--- src/rtl/adapter_4_to_1_synth_pkg.sv ---
// adapter_4_to_1_synth_pkg: shared lane constants and slice-index helper
package adapter_4_to_1_synth_pkg;
  localparam int DATA_WIDTH_DEF = 16;
  localparam int N_INPUTS_DEF = 4;
  function automatic int lane_lo(input int i, input int w);
    return w * i;
  endfunction
endpackage

--- src/rtl/adapter_lane_reg.sv ---
// adapter_lane_reg: W-bit register with async active-high reset and load enable
module adapter_lane_reg #(
  parameter int W = 16
) (
  input  logic         clk,
  input  logic         rst,
  input  logic         en_i,
  input  logic [W-1:0] d_i,
  output logic [W-1:0] q_o
);
  logic [W-1:0] data_q;
  assign q_o = data_q;
  // clear on reset, capture d_i when enabled, otherwise hold
  always_ff @(posedge clk or posedge rst)
    if (rst) data_q <= '0;
    else if (en_i) data_q <= d_i;
endmodule

--- src/rtl/adapter_4_to_1_synth.sv ---
// adapter_4_to_1_synth: packs four lanes into one registered wide bus with valid
module adapter_4_to_1_synth
  import adapter_4_to_1_synth_pkg::*;
#(
  parameter int DATA_WIDTH = DATA_WIDTH_DEF,
  parameter int N_INPUTS = N_INPUTS_DEF
) (
  input  logic                           clk,
  input  logic                           reset,
  input  logic                           valid_in,
  input  logic [DATA_WIDTH-1:0]          r0,
  input  logic [DATA_WIDTH-1:0]          r1,
  input  logic [DATA_WIDTH-1:0]          r2,
  input  logic [DATA_WIDTH-1:0]          r3,
  output logic [N_INPUTS*DATA_WIDTH-1:0] r,
  output logic                           valid_out
);
  if (N_INPUTS != 4) begin : g_bad_n_inputs
    $error("adapter_4_to_1_synth: N_INPUTS must be 4, ports are r0..r3");
  end
  logic [DATA_WIDTH-1:0] lane_d [4];
  assign lane_d = '{r0, r1, r2, r3};
  for (genvar g = 0; g < 4; g++) begin : g_lane
    adapter_lane_reg #(.W(DATA_WIDTH)) u_lane (
      .clk (clk),
      .rst (reset),
      .en_i(valid_in),
      .d_i (lane_d[g]),
      .q_o (r[lane_lo(g, DATA_WIDTH) +: DATA_WIDTH])
    );
  end
  adapter_lane_reg #(.W(1)) u_valid (
    .clk (clk),
    .rst (reset),
    .en_i(1'b1),
    .d_i (valid_in),
    .q_o (valid_out)
  );
endmodule

--- config.mk ---
export PLATFORM = sky130hd
export DESIGN_NAME = adapter_4_to_1_synth
export DESIGN_NICKNAME = d
export VERILOG_FILES = /design/src/rtl/adapter_4_to_1_synth_pkg.sv /design/src/rtl/adapter_lane_reg.sv /design/src/rtl/adapter_4_to_1_synth.sv
export SDC_FILE = /design/constraint.sdc
export NUM_CORES = 1
export LEC_CHECK = 0
export CAP_MARGIN = 15
export CORE_UTILIZATION = 45
export CTS_BUF_LIST = sky130_fd_sc_hd__clkbuf_8
export DETAILED_ROUTE_END_ITERATION = 8
export PLACE_DENSITY = 0.88
export SYNTH_ARGS = -nofsm -noshare
export SYNTH_HDL_FRONTEND = slang
export SYNTH_SLANG_ARGS = --single-unit
--- constraint.sdc ---
create_clock -name clk -period 5.25 [get_ports clk]
set_input_delay 1.05 -clock clk [delete_from_list [all_inputs] [get_ports clk]]
set_output_delay 1.05 -clock clk [all_outputs]
set_load 0.005 [all_outputs]
[After elaboration in Yosys (flattened, before gate mapping)]
Index checks and enable logic that the tools add are counted.
W data, S select, Z words.
Storage, ports and cells
  register bits: 65
  output and inout port bits: 65
  word-level logic and storage cells: 5

[Depth between registers and ports, before layout]
Gate-level depths: netlist (run 1).
  word-level depth: 0
  gate-level depth with buffers: 3

[Modules after synthesis]
A second synthesis (run 1) with hierarchy kept.
Second synthesis, totals
  cells, all modules: 144
  area total of the unflattened synthesis: 2660.1 um^2
By module, submodules not included
  adapter_lane_reg (g_lane[0].u_lane ...): sequential area each 400.4 um^2, cells an instance 35, area each 653.1 um^2, instances 4
  adapter_lane_reg (u_valid): sequential area each 25.0 um^2, cells an instance 3, area each 43.8 um^2, instances 1
  adapter_4_to_1_synth: sequential area each 0.0 um^2, cells an instance 1, area each 3.8 um^2, instances 1

[Worst setup path after synthesis (run 1)]
Ideal clock, no wire load.
  path kind: input to register
  from: input valid_in
  to: register g_lane[0].u_lane.data_q[0]
  stages: 3
  required time: 5.125 ns
  setup slack: 3.469 ns
  setup time: 0.125 ns
  arrival: 1.656 ns
  cells stage by stage: buf_6 -> buf_12 -> mux2_4
RTL lines
  start: declaration: line adapter_4_to_1_synth.sv:10  | input logic valid_in,
  end signal: assignment: line adapter_lane_reg.sv:16  | else if (en_i) data_q <= d_i;
  end: declaration: line adapter_lane_reg.sv:11  | logic [W-1:0] data_q;
No word-level cell between the ends.

[Worst setup path after layout (run 1)]
  from: register g_lane[3].u_lane.data_q[3]
  to: output r[51]
RTL lines
  start: declaration: line adapter_lane_reg.sv:11
  start signal: assignment: line adapter_lane_reg.sv:16
  end: declaration: line adapter_4_to_1_synth.sv:15  | output logic [N_INPUTS*DATA_WIDTH-1:0] r,
No word-level cell between the ends.

==> impl_metrics.ini, run 1 <==
[synthesis]
synth_top_area_cell = dfrtp_1
synth_area_per_cell_sq_um = 19.8
netlist_area_sq_mm = 0.00271
synth_fp_nets = 204
synth_top_area_frac = 0.601
synth_commonest_cells = dfrtp_1, mux2_4, buf_12
syn_inst = 137
ys_ff_latch = 65
ys_warn_count = 0
synth_seq_area_share = 0.601
synthTopCellsByArea = dfrtp_1, mux2_4, buf_12
synth_edf_count = 0
yosys_most_used_dff = dfrtp_1
ys_async_sr_fraction = 1.00
synth_most_common_cell = dfrtp_1
yosys.cell_types.count = 6

[timing]
timing.fmax_ghz = 0.443
rsz0062_at_grt = no
setup_viol = 0
slew_headroom = 0.254
maxSlewViolCount = 0
min_period_over_period = 0.430
finalSetupTns_ns = 0
worstMarginPinSlew_ns = 1.12
fin_ws_ns = 2.99
finClkSkew_ns = 0
finalHoldViolations = 0
fin_crit_ns = 2.26

[global_routing]
grt_overflow = 0
grt.total_usage = 0.192
grt_pass1_vias = 1806
grt_first_pass_wirelength_microns = 9030
antenna_found_initial = 0
grt_max_degree = 66

[placed_design]
placed_area_sq_mm = 0.00398
place_congestion = 0.705
port_buffers = 131
post-dp-hpwl_microns = 4080
dp_slack_ns = 2.77

[detailed_routing]
ant_nets = 0
dr.pass1.iters = 4
totalWireLength_microns = 5820
drt_iter0_drc = 75
drc = 0
post_drt_wl_per_cell_microns = 16.7
num_vias = 1656
vias_per_cell = 4.74

[status]
status = finished, final reports clean

[floorplan]
dieArea_sq_mm = 0.00633
start_util = 0.480
die_h_microns = 79.6
die_w_microns = 79.6
row_count = 27
coreArea_sq_mm = 0.00564
boundaryPins = 132

[clock_tree]
cts.sinks = 65
cts_buffers = 9
postCtsSetupRepairBufs = 0
htreeDepth = 3
clk_latency_ns = 0.31
ctsHoldBuffers = 0
post_cts_resized = 0
cts.clk_slew.worst_paths_ns = 0.07
cts_tree = done
clockBufferDepth = 2
clock-root-buffer = clkbuf_8

[critical_path]
path_max_fanout = 2
crit_chain = clkdlybuf4s50_1
critPathArrivalTime_ns = 1.21
critPathMaxStageDelay_ns = 0.53
cp_slowest_cell = clkdlybuf4s50_1
cp_num_buf_inv = 1
cp-end-kind = output port
crit_type = reg -> out
startpoint_type = flip-flop
critPathTopFamily = buffers and inverters
required_ns = 4.20

[finish]
syn_to_final_growth_pct = 54.9
filler_cell_count = 369
final_util = 0.743
drive_gt1_frac = 0.289
num_antenna_cells = 0
final_design_area_no_fill_sq_mm = 0.00419
layout.nets = 340

[worst_hold_path]
holdCritPathClass = reg -> reg

[pwr]
power_density_mw_per_mm2 = 309
switching_share = 0.212
p_clk_frac = 0.347
total_power_w = 0.00130
ir_drop_mv = 0.220
p_comb_frac = 0.206
internal_power_w = 0.00102
power.leakage_nw = 1.91
power.net_switching_w = 0.000275
p_seq_frac = 0.447

[run]
cap_viol_max_count = 0
==> power by group through the flow <==
stage          Clock, W  Sequential, W  Combinational (W)
6_report       0.000449       0.000579           0.000267
2_1_floorplan         0       0.000589           0.000108
5_1_grt        0.000482       0.000585           0.000284
3_3_place_gp          0       0.000587           0.000264
4_1_cts        0.000456       0.000580           0.000271
3_5_place_dp          0       0.000588           0.000270
==> stage by stage <==
stage,hold slack [ns],instances
after floorplan,0.505,137
after global placement,0.490,334
after detailed placement,0.493,334
after CTS,0.510,349
after global routing,0.521,349
final,0.505,349
==> layer usage <==
metal | GRT usage | vias to the layer above | wire length [microns]
met3 | 0.0377 | 13 | 259
met1 | 0.237 | 833 | 2340
met4 | 0.104 | 0 | 183
met5 | 0 | - | 0
li1 | - | 745 | -
met2 | 0.316 | 65 | 3030
==> cells in the final DEF (no fill, tap or decap), drive strengths merged <==
| cell | Yosys | routed |
|---|---|---|
| clkbuf | 0 | 10 |
| clkinv | 0 | 1 |
| bufinv | 0 | 2 |
| clkdlybuf4s50 | 0 | 130 |
| inv | 1 | 3 |
| dfrtp | 65 | 65 |
| buf | 7 | 2 |
| mux2 | 64 | 64 |
==> worst paths after layout <==
check,from,to,slack (ns),cells after the start
setup / recovery,g_lane[3].u_lane.q_o[3],r[51],2.99,1
hold / removal,g_lane[1].u_lane.q_o[3],g_lane[1].u_lane.q_o[3],0.51,1
setup reg to reg,g_lane[0].u_lane.q_o[11],g_lane[0].u_lane.q_o[11],4.47,1
hold reg to reg,g_lane[1].u_lane.q_o[3],g_lane[1].u_lane.q_o[3],0.51,1
max in group asynchronous,reset,g_lane[0].u_lane.q_o[13],3.45,3
min in group asynchronous,reset,g_lane[3].u_lane.q_o[12],1.28,3
==> layout make-up <==
| type | count | area (sq um) | area share |
|---|---|---|---|
| inverter | 1 | 3.75 | 0.000895 |
| tap | 72 | 90.1 | 0.0215 |
| multi-input combinational | 64 | 946 | 0.226 |
| sequential | 65 | 1630 | 0.388 |
| clock inverter | 5 | 72.6 | 0.0173 |
| timing repair buffer | 132 | 1320 | 0.314 |
| clock buffer | 10 | 138 | 0.0328 |
==> flip-flops by register name, indices dropped and copies added (netlist names) <==
signal and count:
u_valid.q_o 1, g_lane.u_lane.q_o 64
==> cells by family (layout without fill, tap and decap cells) <==
| group | Yosys count | count (layout) | synth area share |
|---|---|---|---|
| buffers and inverters | 8 | 148 | 0.0499 |
| muxes | 64 | 64 | 0.349 |
| DFF | 65 | 65 | 0.601 |
(Power assumes the default switching activity.)
==> inputs of run 2 (changes only) <==
Settings changed: CORE_UTILIZATION 45 to 38, PLACE_DENSITY 0.88 to 0.79.
Clock period 5.25 ns to 2.05 ns, I/O delays scaled along.
==> run 2 against run 1 <==
  * Combinational power grew to 2.6 times the previous value
  * Clock-buffer cell count did not move
  * Cell area is 2.0% higher
  * Non-clock buffer count increased by 3
  * Critical endpoint is now r[25]
  * Via count is 1.9% lower
  * Die area grew 18%
  * Routed wire length decreased by 2.7%
  * Sequential power increased to 2.6 times the previous value
  * First-iteration DRC count down 53%
==> impl_metrics.ini, run 2 (synthesis gave the netlist of run 1 again) <==
[status]
status = finished, final reports clean

[timing]
rsz0062_at_grt = no
finalHoldViolations = 0
maxSlewViolCount = 0
finClkSkew_ns = 0
worstMarginPinSlew_ns = 0.408
fin_crit_ns = 1.63
finalSetupTns_ns = 0
setup_viol = 0
fin_ws_ns = 0.415
slew_headroom = 0.728
timing.fmax_ghz = 0.612
min_period_over_period = 0.797

[finish]
filler_cell_count = 543
final_design_area_no_fill_sq_mm = 0.00428
layout_commonest_cell = clkdlybuf4s50_1
num_antenna_cells = 0
drive_gt1_frac = 0.306
syn_to_final_growth_pct = 58.0
largest_reg_flops = 64
final_cell_mix = clkdlybuf4s50_1, dfrtp_1, mux2_4
layout.nets = 343
final_util = 0.626

[critical_path]
path_max_fanout = 2
r2r_setup_slack_ns = 1.27
cp_slowest_cell = clkdlybuf4s50_1
cp-end-kind = output port
required_ns = 1.64
worst-r2r-cell-count = 1
reg2reg_from = g_lane[0].u_lane.q_o[14]
startpoint_type = flip-flop
cp_num_buf_inv = 1
critPathTopFamily = buffers and inverters
crit_type = reg -> out
critPathArrivalTime_ns = 1.22
critPathMaxStageDelay_ns = 0.53
timing.rr.end = g_lane[0].u_lane.q_o[14]
crit_chain = clkdlybuf4s50_1

[floorplan]
start_util = 0.396
die_h_microns = 86.4
row_count = 30
die_w_microns = 86.4
coreArea_sq_mm = 0.00683
dieArea_sq_mm = 0.00747
boundaryPins = 132

[clock_tree]
cts.sinks = 65
ctsHoldBuffers = 0
clockBufferDepth = 2
clock-root-buffer = clkbuf_8
cts_tree = done
clk_latency_ns = 0.32
postCtsSetupRepairBufs = 0
post_cts_resized = 0
cts.clk_slew.worst_paths_ns = 0.08
cts_buffers = 9
htreeDepth = 3

[global_routing]
grt_pass1_vias = 1804
grt.total_usage = 0.160
grt_overflow = 0
grt_first_pass_wirelength_microns = 8860
grt_max_degree = 35
antenna_found_initial = 0

[detailed_routing]
totalWireLength_microns = 5660
num_vias = 1625
vias_per_cell = 4.31
drt_iter0_drc = 35
post_drt_wl_per_cell_microns = 15.0
dr.pass1.iters = 4
drc = 0
ant_nets = 0

[placed_design]
post-dp-hpwl_microns = 4110
port_buffers = 131
placed_area_sq_mm = 0.00407
place_congestion = 0.647
dp_slack_ns = 0.662

[run]
cap_viol_max_count = 0

[worst_hold_path]
holdCritPathClass = in -> async

[pwr]
power.leakage_nw = 1.92
ir_drop_mv = 0.466
power_density_mw_per_mm2 = 762
## run 2: cell count changes in the layout (fill, tap and decap cells not counted), sizes merged
cell	change
inv	-2
bufinv	-1
clkinvlp	+2
clkinv	+2
buf	+3
## run 2: worst max path at each step
| stage | start | end | slack, ns | cells after the start |
|---|---|---|---|---|
| 4_1_cts | g_lane[0].u_lane.q_o[12] | r[12] | 0.39 | 1 |
| 3_3_place_gp | valid_in | g_lane[1].u_lane.q_o[5] | 0.67 | 3 |
| 6_report | g_lane[1].u_lane.q_o[9] | r[25] | 0.42 | 1 |
| 3_5_place_dp | valid_in | g_lane[1].u_lane.q_o[5] | 0.66 | 3 |
| 5_1_grt | g_lane[0].u_lane.q_o[1] | r[1] | 0.35 | 1 |
| 2_1_floorplan | reset | g_lane[0].u_lane.q_o[0] | 0.01 | 1 |
## run 2: through the flow
stage / std cells / hold WS [ns] / total power (W)
finish: 377 / 0.393 / 0.00326
floorplan: 137 / 0.441 / 0.00179
global placement: 361 / 0.489 / 0.00219
global route: 377 / 0.410 / 0.00341
detailed placement: 361 / 0.495 / 0.00220
CTS: 377 / 0.392 / 0.00331
## run 2: layout make-up
type | count | area (sq um) | area share
Tap cell | 96 | 120 | 0.0281
Sequential cell | 65 | 1630 | 0.380
Clock inverter | 6 | 67.6 | 0.0158
Timing Repair Buffer | 135 | 1380 | 0.322
Multi-Input combinational cell | 64 | 946 | 0.221
Clock buffer | 10 | 138 | 0.0322
Inverter | 1 | 3.75 | 0.000877
## run 2: routing by layer
layer,wire [microns],part of all wire,vias up,track usage
met1,2410,0.43,795,0.189
met4,91,0.016,0,0.0818
met5,0,0,-,0
met2,2820,0.50,70,0.266
li1,-,-,750,-
met3,335,0.059,10,0.0476
## run 2: where the power goes
| part | switching (W) | total (W) | internal [W] |
|---|---|---|---|
| Combinational | 0.000176 | 0.000687 | 0.000511 |
| Clock | 0.000488 | 0.00108 | 0.000596 |
| Sequential | 0.0000757 | 0.00149 | 0.00141 |
==> inputs of run 3 (changes only) <==
Clock period 2.05 ns to 1.5 ns, I/O delays scaled along.
==> run 3 against run 2 <==
  * Core utilization is 2.1 points higher
  * Worst setup slack got worse by 0.23 ns
  * Non-clock buffer count increased by 18
  * Via count grew 7.9%
  * Combinational power increased by 32%
  * Routed wire length is 11% higher
  * Critical endpoint is now r[52]
  * Largest power group unchanged
==> impl_metrics.ini, run 3 (synthesis gave the netlist of run 1 again) <==
[global_routing]
grt_overflow = 0
grt_first_pass_wirelength_microns = 9890
antenna_found_initial = 0
grt.total_usage = 0.182
grt_max_degree = 24
grt_pass1_vias = 1905

[clock_tree]
cts_tree = done
cts_buffers = 9
clockBufferDepth = 2
ctsHoldBuffers = 0
cts.clk_slew.worst_paths_ns = 0.07
htreeDepth = 3
clock-root-buffer = clkbuf_8
cts.sinks = 65
clk_latency_ns = 0.34

[timing]
fin_crit_ns = 1.31
finClkSkew_ns = 0
finalSetupTns_ns = 0
min_period_over_period = 0.876
fin_ws_ns = 0.187
maxSlewViolCount = 0
timing.fmax_ghz = 0.761
setup_viol = 0
hold_slack_ns = 0.227
worstMarginPinSlew_ns = 0.352
slew_headroom = 0.765
rsz0062_at_grt = no
finalHoldViolations = 0

[detailed_routing]
post_drt_wl_per_cell_microns = 15.9
vias_per_cell = 4.44
route.met3.wl_microns = 504
topRoutingLayerUsed = met4
drc = 0
drt_iter0_drc = 26
m1WireLength_microns = 2490
totalWireLength_microns = 6290
wl_met2_microns = 3170
dr.pass1.iters = 2
num_vias = 1753
ant_nets = 0

[run]
cap_viol_max_count = 0

[critical_path]
reg2reg_from = g_lane[1].u_lane.q_o[8]
cp-end-kind = output port
critPathTopFamily = flip-flops
path_max_fanout = 2
required_ns = 1.20
critPathMaxStageDelay_ns = 0.39
endpoint = r[52]
critPathArrivalTime_ns = 1.01
crit_type = reg -> out
cp_slowest_cell = dfrtp_1
crit_chain = dlygate4sd2_1
cp_num_buf_inv = 1
startpoint_type = flip-flop
crit_start = g_lane[3].u_lane.q_o[4]
crit_cells = 1
timing.rr.end = g_lane[1].u_lane.q_o[8]
r2r_setup_slack_ns = 0.50
worst-r2r-cell-count = 3

[floorplan]
coreArea_sq_mm = 0.00683
start_util = 0.396
die_w_microns = 86.4
dieArea_sq_mm = 0.00747
row_count = 30
die_h_microns = 86.4
boundaryPins = 132

[finish]
syn_to_final_growth_pct = 63.2
num_antenna_cells = 0
drive_gt1_frac = 0.348
largest_reg_flops = 64
final_cell_mix = dfrtp_1, clkdlybuf4s50_1, dlygate4sd2_1
final_cells = 395
layout.nets = 361

[placed_design]
port_buffers = 131
place_congestion = 0.707
dp_slack_ns = 0.266
post-dp-hpwl_microns = 4480
placedCellCount = 364

[status]
status = finished, final reports clean

[pwr]
ir_drop_mv = 0.978
power.leakage_nw = 2.14
power_density_mw_per_mm2 = 1070

[worst_hold_path]
min_from = valid_in
holdCritPathClass = in -> reg
## run 3: worst min path at each step
stage                                    endpoint  slack (ns)  cells past startpoint
after floorplan                       u_valid.q_o        0.33                      0
after global placement    g_lane[2].u_lane.q_o[5]        0.49                      1
after detailed placement  g_lane[0].u_lane.q_o[8]        0.49                      1
after CTS                             u_valid.q_o        0.21                      1
after global routing                  u_valid.q_o        0.21                      1
final                                 u_valid.q_o        0.23                      1
## run 3: repair_timing
action | 4_1_cts | 5_1_grt
endpoints found under the setup margin | 65 | 2
setup buffers | 13 | 2
gates resized for setup | 63 | 2
## run 3: area by class of cell
class,count,area (sq um)
clock buffer,9,124
clock inverter,7,119
fill,537,2410
inverter,1,7.51
multi-input combinational,64,946
sequential,65,1630
tap,96,120
timing repair buffer,153,1480
## run 3: per-stage QoR
step	utilization	total power, W	cell area, sq um
floorplan	-	0.00244	2710
global placement	0.605	0.00302	4140
detailed placement	0.605	0.00303	4140
CTS	0.644	0.00480	4400
global route	0.647	0.00497	4420
finish	0.647	0.00473	4420
## run 3: routing by layer
metal	global-route usage	up-vias
met5	0	-
met4	0.0848	0
met1	0.212	867
met2	0.291	82
met3	0.0781	13
li1	-	791
## run 3: power by group
part | switching [W] | internal (W)
clock | 0.000695 | 0.00110
combinational | 0.000270 | 0.000640
sequential | 0.0000930 | 0.00193
